==> src/rtl/tff_toggle_decoder.sv <==
// rtl/tff_toggle_decoder.sv - toggle-flag event receiver: sync, edge detect, pending queue, handshake
//
// Purpose:
//   Recovers events from a toggle-encoded level line driven by a remote T
//   flip-flop. Each transition on tog_in becomes one evt_pulse, the event is
//   queued in a saturating pending counter and released one at a time over a
//   valid/ready handshake.
//
// Optional feature (macro TFF_DEC_STAT_EN):
//   Adds the evt_total port, a wrapping count of every detected event,
//   dropped events included.
//
// Ports:
//   clk        in   rising-edge clock
//   rst        in   asynchronous active-high reset
//   tog_in     in   toggle-encoded event line, asynchronous to clk
//   evt_pulse  out  one-cycle pulse per detected tog_in transition
//   evt_valid  out  at least one event pending
//   evt_ready  in   consumer accepts one event when evt_valid=1
//   pend_cnt   out  number of pending events (saturates at 2^PEND_W-1)
//   ovf        out  sticky: an event was dropped while the counter was full
//   ovf_clr    in   synchronous clear of ovf (a same-cycle overflow wins)
//   evt_total  out  wrapping total event count (TFF_DEC_STAT_EN only)

module tff_toggle_decoder #(
  parameter int SYNC_STAGES = 2,
  parameter int PEND_W      = 4,
  parameter int TOT_W       = 16
) (
  input  logic              clk,
  input  logic              rst,
  input  logic              tog_in,
  output logic              evt_pulse,
  output logic              evt_valid,
  input  logic              evt_ready,
  output logic [PEND_W-1:0] pend_cnt,
  output logic              ovf,
`ifdef TFF_DEC_STAT_EN
  input  logic              ovf_clr,
  output logic [TOT_W-1:0]  evt_total
`else
  input  logic              ovf_clr
`endif
);

  localparam logic [PEND_W-1:0] PMAX     = '1;
  localparam logic [PEND_W-1:0] PEND_ONE = PEND_W'(1);

  typedef enum logic [1:0] {
    IDLE = 2'd0,
    PEND = 2'd1,
    FULL = 2'd2
  } state_t;

  // ---------------------------------------------------------------------------
  // Synchroniser and edge detector
  // ---------------------------------------------------------------------------
  logic [SYNC_STAGES-1:0] sync_q;
  logic [SYNC_STAGES-1:0] fill_q;
  logic                   sync_last;
  logic                   edge_ref;
  logic                   init_q;

  assign sync_last = sync_q[SYNC_STAGES-1];

  // The synchroniser flops come out of reset at 0, not at the line's real
  // level. fill_q marks when the last stage holds a genuine post-reset sample;
  // until then the edge reference just follows the last stage, so a line
  // sitting at 1 through reset never produces a phantom event.
  always_ff @(posedge clk or posedge rst) begin
    if (rst) begin
      sync_q    <= '0;
      fill_q    <= '0;
      edge_ref  <= 1'b0;
      init_q    <= 1'b1;
      evt_pulse <= 1'b0;
    end else begin
      sync_q <= {sync_q[SYNC_STAGES-2:0], tog_in};
      fill_q <= {fill_q[SYNC_STAGES-2:0], 1'b1};
      edge_ref <= sync_last;
      if (init_q) begin
        evt_pulse <= 1'b0;
        if (fill_q[SYNC_STAGES-1]) begin
          init_q <= 1'b0;
        end
      end else begin
        evt_pulse <= sync_last ^ edge_ref;
      end
    end
  end

  // ---------------------------------------------------------------------------
  // Pending counter FSM
  // ---------------------------------------------------------------------------
  state_t            state_q;
  state_t            state_d;
  logic [PEND_W-1:0] cnt_d;
  logic              ovf_set;
  logic              inc;
  logic              dec;

  assign inc = evt_pulse;
  assign dec = evt_valid & evt_ready;

  always_comb begin
    state_d = state_q;
    cnt_d   = pend_cnt;
    ovf_set = 1'b0;
    case (state_q)
      IDLE: begin
        if (inc) begin
          cnt_d   = pend_cnt + PEND_ONE;
          state_d = (cnt_d == PMAX) ? FULL : PEND;
        end
      end
      PEND: begin
        if (inc && !dec) begin
          cnt_d = pend_cnt + PEND_ONE;
          if (cnt_d == PMAX) begin
            state_d = FULL;
          end
        end else if (dec && !inc) begin
          cnt_d = pend_cnt - PEND_ONE;
          if (cnt_d == '0) begin
            state_d = IDLE;
          end
        end
      end
      FULL: begin
        if (dec && !inc) begin
          cnt_d   = pend_cnt - PEND_ONE;
          state_d = (cnt_d == '0) ? IDLE : PEND;
        end else if (inc && !dec) begin
          // No room: the event is lost and recorded in ovf.
          ovf_set = 1'b1;
        end
      end
      default: begin
        state_d = IDLE;
        cnt_d   = '0;
      end
    endcase
  end

  // evt_valid is registered from the next state so that the consumer never
  // sees a combinational path from evt_ready back to evt_valid.
  always_ff @(posedge clk or posedge rst) begin
    if (rst) begin
      state_q   <= IDLE;
      pend_cnt  <= '0;
      evt_valid <= 1'b0;
      ovf       <= 1'b0;
    end else begin
      state_q   <= state_d;
      pend_cnt  <= cnt_d;
      evt_valid <= (state_d != IDLE);
      ovf       <= ovf_set | (ovf & ~ovf_clr);
    end
  end

`ifdef TFF_DEC_STAT_EN
  // ---------------------------------------------------------------------------
  // Total-event statistic: counts every pulse, including dropped ones.
  // ---------------------------------------------------------------------------
  always_ff @(posedge clk or posedge rst) begin
    if (rst) begin
      evt_total <= '0;
    end else if (evt_pulse) begin
      evt_total <= evt_total + TOT_W'(1);
    end
  end
`endif

endmodule

==> config.mk <==
export PLATFORM = sky130hd
export DESIGN_NAME = tff_toggle_decoder
export DESIGN_NICKNAME = d
export VERILOG_FILES = /design/src/rtl/tff_toggle_decoder.sv
export SDC_FILE = /design/constraint.sdc
export NUM_CORES = 1
export LEC_CHECK = 0
export CORE_MARGIN = 5
export CORE_UTILIZATION = 43
export DETAILED_ROUTE_END_ITERATION = 7
export MAX_ROUTING_LAYER = met4
export SYNTH_ARGS = -nofsm -noshare
export SYNTH_HDL_FRONTEND = slang
export SYNTH_SLANG_ARGS = --single-unit
==> constraint.sdc <==
create_clock -name clk -period 2.5 [get_ports clk]
set_clock_uncertainty 0.2 [all_clocks]
set_input_delay 0.75 -clock clk [delete_from_list [all_inputs] [get_ports clk]]
set_output_delay 0.75 -clock clk [all_outputs]
set_load 0.02 [all_outputs]
# ---- After elaboration in Yosys (flattened, before gate mapping)
# Index checks and enable logic that the tools add are counted.
dict set report word_totals {
  register_bits 15
  inputBits 5
  out_inout_bits 7
  wordCells 46
}
dict set report op_classes {
  addsub 2
  n_eq_ne 4
  muxes 19
  bitwise_logic 5
  n_reduce_logical 7
}
# op n
set ops {}
lappend ops {{$mux W2} 7}
lappend ops {{$mux W4} 3}
lappend ops {{$pmux W4 S3} 1}
lappend ops {{$mux W1} 7}
lappend ops {{$pmux W2 S3} 1}
lappend ops {{$add A4 B1 Y4 const B} 1}
lappend ops {{$eq A4 B4 Y1 const B} 1}
lappend ops {{$logic_not A4 Y1} 1}
lappend ops {{$sub A4 B1 Y4 const B} 1}
lappend ops {{$and A1 B1 Y1} 2}
lappend ops {{$eq A2 B1 Y1 const B} 1}
lappend ops {{$eq A2 B2 Y1 const B} 1}
lappend ops {{$logic_and A1 B1 Y1} 2}
lappend ops {{$logic_not A1 Y1} 2}
lappend ops {{$logic_not A2 Y1} 1}
lappend ops {{$ne A2 B2 Y1 const B} 1}
lappend ops {{$reduce_bool A2 Y1} 1}
lappend ops {{$not A1 Y1} 1}
lappend ops {{$or A1 B1 Y1} 1}
lappend ops {{$xor A1 B1 Y1} 1}

# ---- Depth between registers and ports, before layout
dict set report depth {
  ltp_word 7
  ltp_mapped 8
  ltp_nobuf 7
}

# ---- Worst setup path after synthesis
# Ideal clock, no wire load.
dict set report synth_timing {
  path_type {reg2reg}
  from {register pend_cnt[0]}
  to {register state_q[0]}
  setup_ns 0.126
  arrival_ns 1.746
  t_required_ns 2.174
  path_slack_ns 0.428
  path_stages_with_launch 8
  path_buffers 1
  synth_period_minus_slack_ns 2.072
  path_cell_list {dfrtp_1 > buf_6 > inv_1 > ha_1 > or2b_1 > o22ai_2 > nand3_1 > a311o_1}
}
dict set report synth_via {
  elab_chain_len 6
  word_cells_on_any_way 13
  cone_classes {add/sub (2); eq/ne (1); mux (9); reduce/logical (1)}
}
# item line_no
set synth_rtl {}
lappend synth_rtl {{from (decl)} 36} ;# output logic [PEND_W-1:0] pend_cnt,
lappend synth_rtl {{from (signal assigned)} 155} ;# pend_cnt <= cnt_d;
lappend synth_rtl {{$sub A4 B1 Y4} {123, 131}}
lappend synth_rtl {{$logic_not A4 Y1} {124, 132}}
lappend synth_rtl {{$mux W2} 124} ;# if (cnt_d == '0) begin
lappend synth_rtl {{$mux W2} 122} ;# end else if (dec && !inc) begin
lappend synth_rtl {{$mux W2} 117} ;# if (inc && !dec) begin
lappend synth_rtl {{$pmux W2 S3 (*)} 109} ;# case (state_q)
lappend synth_rtl {{named net state_d[0]} 96} ;# state_t state_d;
lappend synth_rtl {{to (signal assigned)} 154} ;# state_q <= state_d;
lappend synth_rtl {{to (decl)} 95} ;# state_t state_q;
# Mark *: on every way through the listed nets, which the timed path passes. The rest lies on a longest branch.
# A chain may end at the register's enable or synchronous reset.

# ---- Worst setup path in the final report
dict set report layout_timing {
  from {register pend_cnt[3]}
  to {output port pend_cnt[3]}
}
# No word-level cell between the ends.

==> results_dict.tcl <==
set metrics [dict create \
    finalWirelength_um 2000 \
    clockRootBuffer "clkbuf_4" \
    postLayoutSetupSlackWorst_ps 91.8 \
    rows 16 \
    viasPerCell 5.62 \
    cp.buffers_inverters 1 \
    clk_pin_slew_ps 110 \
    rsz0062_at_grt "no" \
    synth_common_cells "14 x dfrtp_1, 8 x nor2_1, 7 x a21oi_1, 7 x o21ai_0, 6 x inv_1" \
    synth_most_common_cell "dfrtp_1" \
    ios 12 \
    holdBufCountCts 0 \
    netlist_area_sq_um 928 \
    cts_tree "yes" \
    tightestPinTransition_ps 605 \
    dp_slack_ps 129 \
    crit_family "buffers and inverters" \
    area_delta_synth_final_pct 15.8 \
    vias 759 \
    antenna_found_initial 0 \
    initialDrtViolationCount 14 \
    grt-ovfl-total 0 \
    synth_top_area_frac 0.377 \
    dp_hpwl_um 1360 \
    muxShareOfSynthArea 0.0108 \
    hold_viol 0 \
    synth_cells 97 \
    post_drt_wl_per_cell_um 14.8 \
    p_leak_nw 0.437 \
    globalRouteMet2Util 0.219 \
    post_cts_resized 1 \
    yosys.area.top_type "dfrtp_1" \
    crit_path_start_kind "flip-flop" \
    synth_ff_type "dfrtp_1" \
    synth_top_family_by_area "compound AO/OA/AOI/OAI gates" \
    finalSetupViolCount 0 \
    h-tree-depth 1 \
    initial_utilization 0.464 \
    fin_nets 118 \
    drc 0 \
    slew_headroom 0.596 \
    synth_fa_ha_area_frac 0.0539 \
    clockBufferDepth 2 \
    drtAntennaViolNets 0 \
    synth-compound-area-share 0.253 \
    async_flop_share 1.00 \
    critPathCaptureType "output pin" \
    p_comb_frac 0.528 \
    grt_max_degree 20 \
    yosys.area_share.simple 0.173 \
    met1_usage 0.181 \
    period_minus_slack_ps 2410 \
    syn_area_per_cell_sq_um 9.57 \
    synth_area_leaders "dfrtp_1 38%, ha_1 5.4%, a21oi_1 3.8%" \
    core_sq_um 2000 \
    synth_edf_count 0 \
    yosysWarnings 0 \
    seq_area_frac_synth 0.406 \
    critPathRequiredTime_ps 1550 \
    sw_frac_of_total 0.451 \
    internal-power_mw 0.659 \
    final.period_utilization 0.963 \
    grt_pass1_vias 755 \
    fin_tns_setup_ps 0 \
    path_cells "clkdlybuf4s50_1" \
    antenna_cells 0 \
    top_usage_layer "met2" \
    synth_cell_types 49 \
    die_x_um 56.5 \
    maxCapViolCount 0 \
    finalMaxSlewViolations 0 \
    hold_class "flip-flop to flip-flop" \
    cts_setup_buffers 0 \
    ys_ff_latch 15 \
    cts_buffers 3 \
    crit_arrival_ps 1460 \
    die_h_um 56.5 \
    seqPwrFrac 0.344 \
    use_met3 0.0321 \
    gp_congestion 0.815 \
    power_frac_clock 0.127 \
    post-route-util 0.537 \
    irDropWorstVdd_mv 0.686 \
    grt_pass1_wl_um 3530 \
    drive_above_1_share 0.148 \
    dieArea_sq_um 3190 \
    max_freq_mhz 415 \
    power.total_mw 1.20 \
    gr-usage-all-layers 0.145 \
    path_max_fanout 8 \
    worst_path_largest_cell_delay_ps 660 \
    critPathKind "flip-flop to output pin" \
    p_sw_mw 0.541 \
    firstDrtPassIters 4 \
    synthXorXnorAreaFrac 0.0189 \
    critical-path-slowest-cell "clkdlybuf4s50_1" \
    place.port_buffers 11 \
    synth_nets 106 \
    cts.sinks 15 \
    powerDensity_nw_per_um2 1120 \
    status "finished, final reports clean" \
    clkLatencyLatePin_ps 300 \
]
[metal layers]
layer  part of all wire  up-vias
li1                   -      375
met1               0.47      352
met2               0.44       27
met3              0.064        5
met4              0.022        0
met5                  0        -
[kinds of logic after synthesis]
family / count (synthesis)
compound gates: 32
xor+xnor: 2
fa+ha+maj: 4
buf+inv: 13
flops: 15
mux: 1
other cells: 1
simple gates: 29
[per-stage QoR]
step	cells	cell area (sq um)	hold WS, ps
after floorplan	97	928	131
after global placement	131	1040	133
after detailed placement	131	1040	144
after CTS	135	1070	168
after global routing	135	1070	183
final	135	1070	161
[cell usage in the layout (no fill, tap or decap), types with 2 or more instances in the layout]
master,count
dfrtp_1,12
clkdlybuf4s50_1,11
nor2_1,8
a21oi_1,7
o21ai_0,7
inv_1,6
nand2_1,4
ha_1,4
clkbuf_4,3
buf_4,3
and2_1,2
a31oi_1,2
nand3_1,2
o311ai_0,2
dfrtp_2,2
[power by group through the flow]
stage                     Sequential, mW  Clock, mW  Combinational [mW]
after CTS                          0.408      0.160               0.631
after floorplan                    0.413          0               0.473
after global routing               0.430      0.167               0.701
after global placement             0.409          0               0.625
final                              0.413      0.153               0.634
after detailed placement           0.412          0               0.626
[flip-flops by register name, summed over array words and instances, names as in the netlist]
| register | count |
|---|---|
| edge_ref | 1 |
| evt_pulse | 1 |
| evt_valid | 1 |
| fill_q | 2 |
| init_q | 1 |
| ovf | 1 |
| pend_cnt | 4 |
| state_q | 2 |
| sync_q | 2 |
[cell type report]
class                      instances  area [sq um]
fill                             183           927
multi-input combinational         69           477
inverter                           6          22.5
timing repair buffer              14           133
clock inverter                     1          7.51
clock buffer                       3          22.5
tap                               27          33.8
sequential                        15           379
[path summary, 6_finish.rpt]
path,slack [ps],endpoint,startpoint,depth (start not counted)
worst min register to register,160,sync_q[1],sync_q[0],0
max in group asynchronous,1070,pend_cnt[1],rst,2
worst max-delay path,90,pend_cnt[3],pend_cnt[3],1
worst min-delay path,160,sync_q[1],sync_q[0],0
min in group asynchronous,610,ovf,rst,2
worst max register to register,420,state_q[0],pend_cnt[0],7
Note: power is estimated with default switching activity, not from simulation.
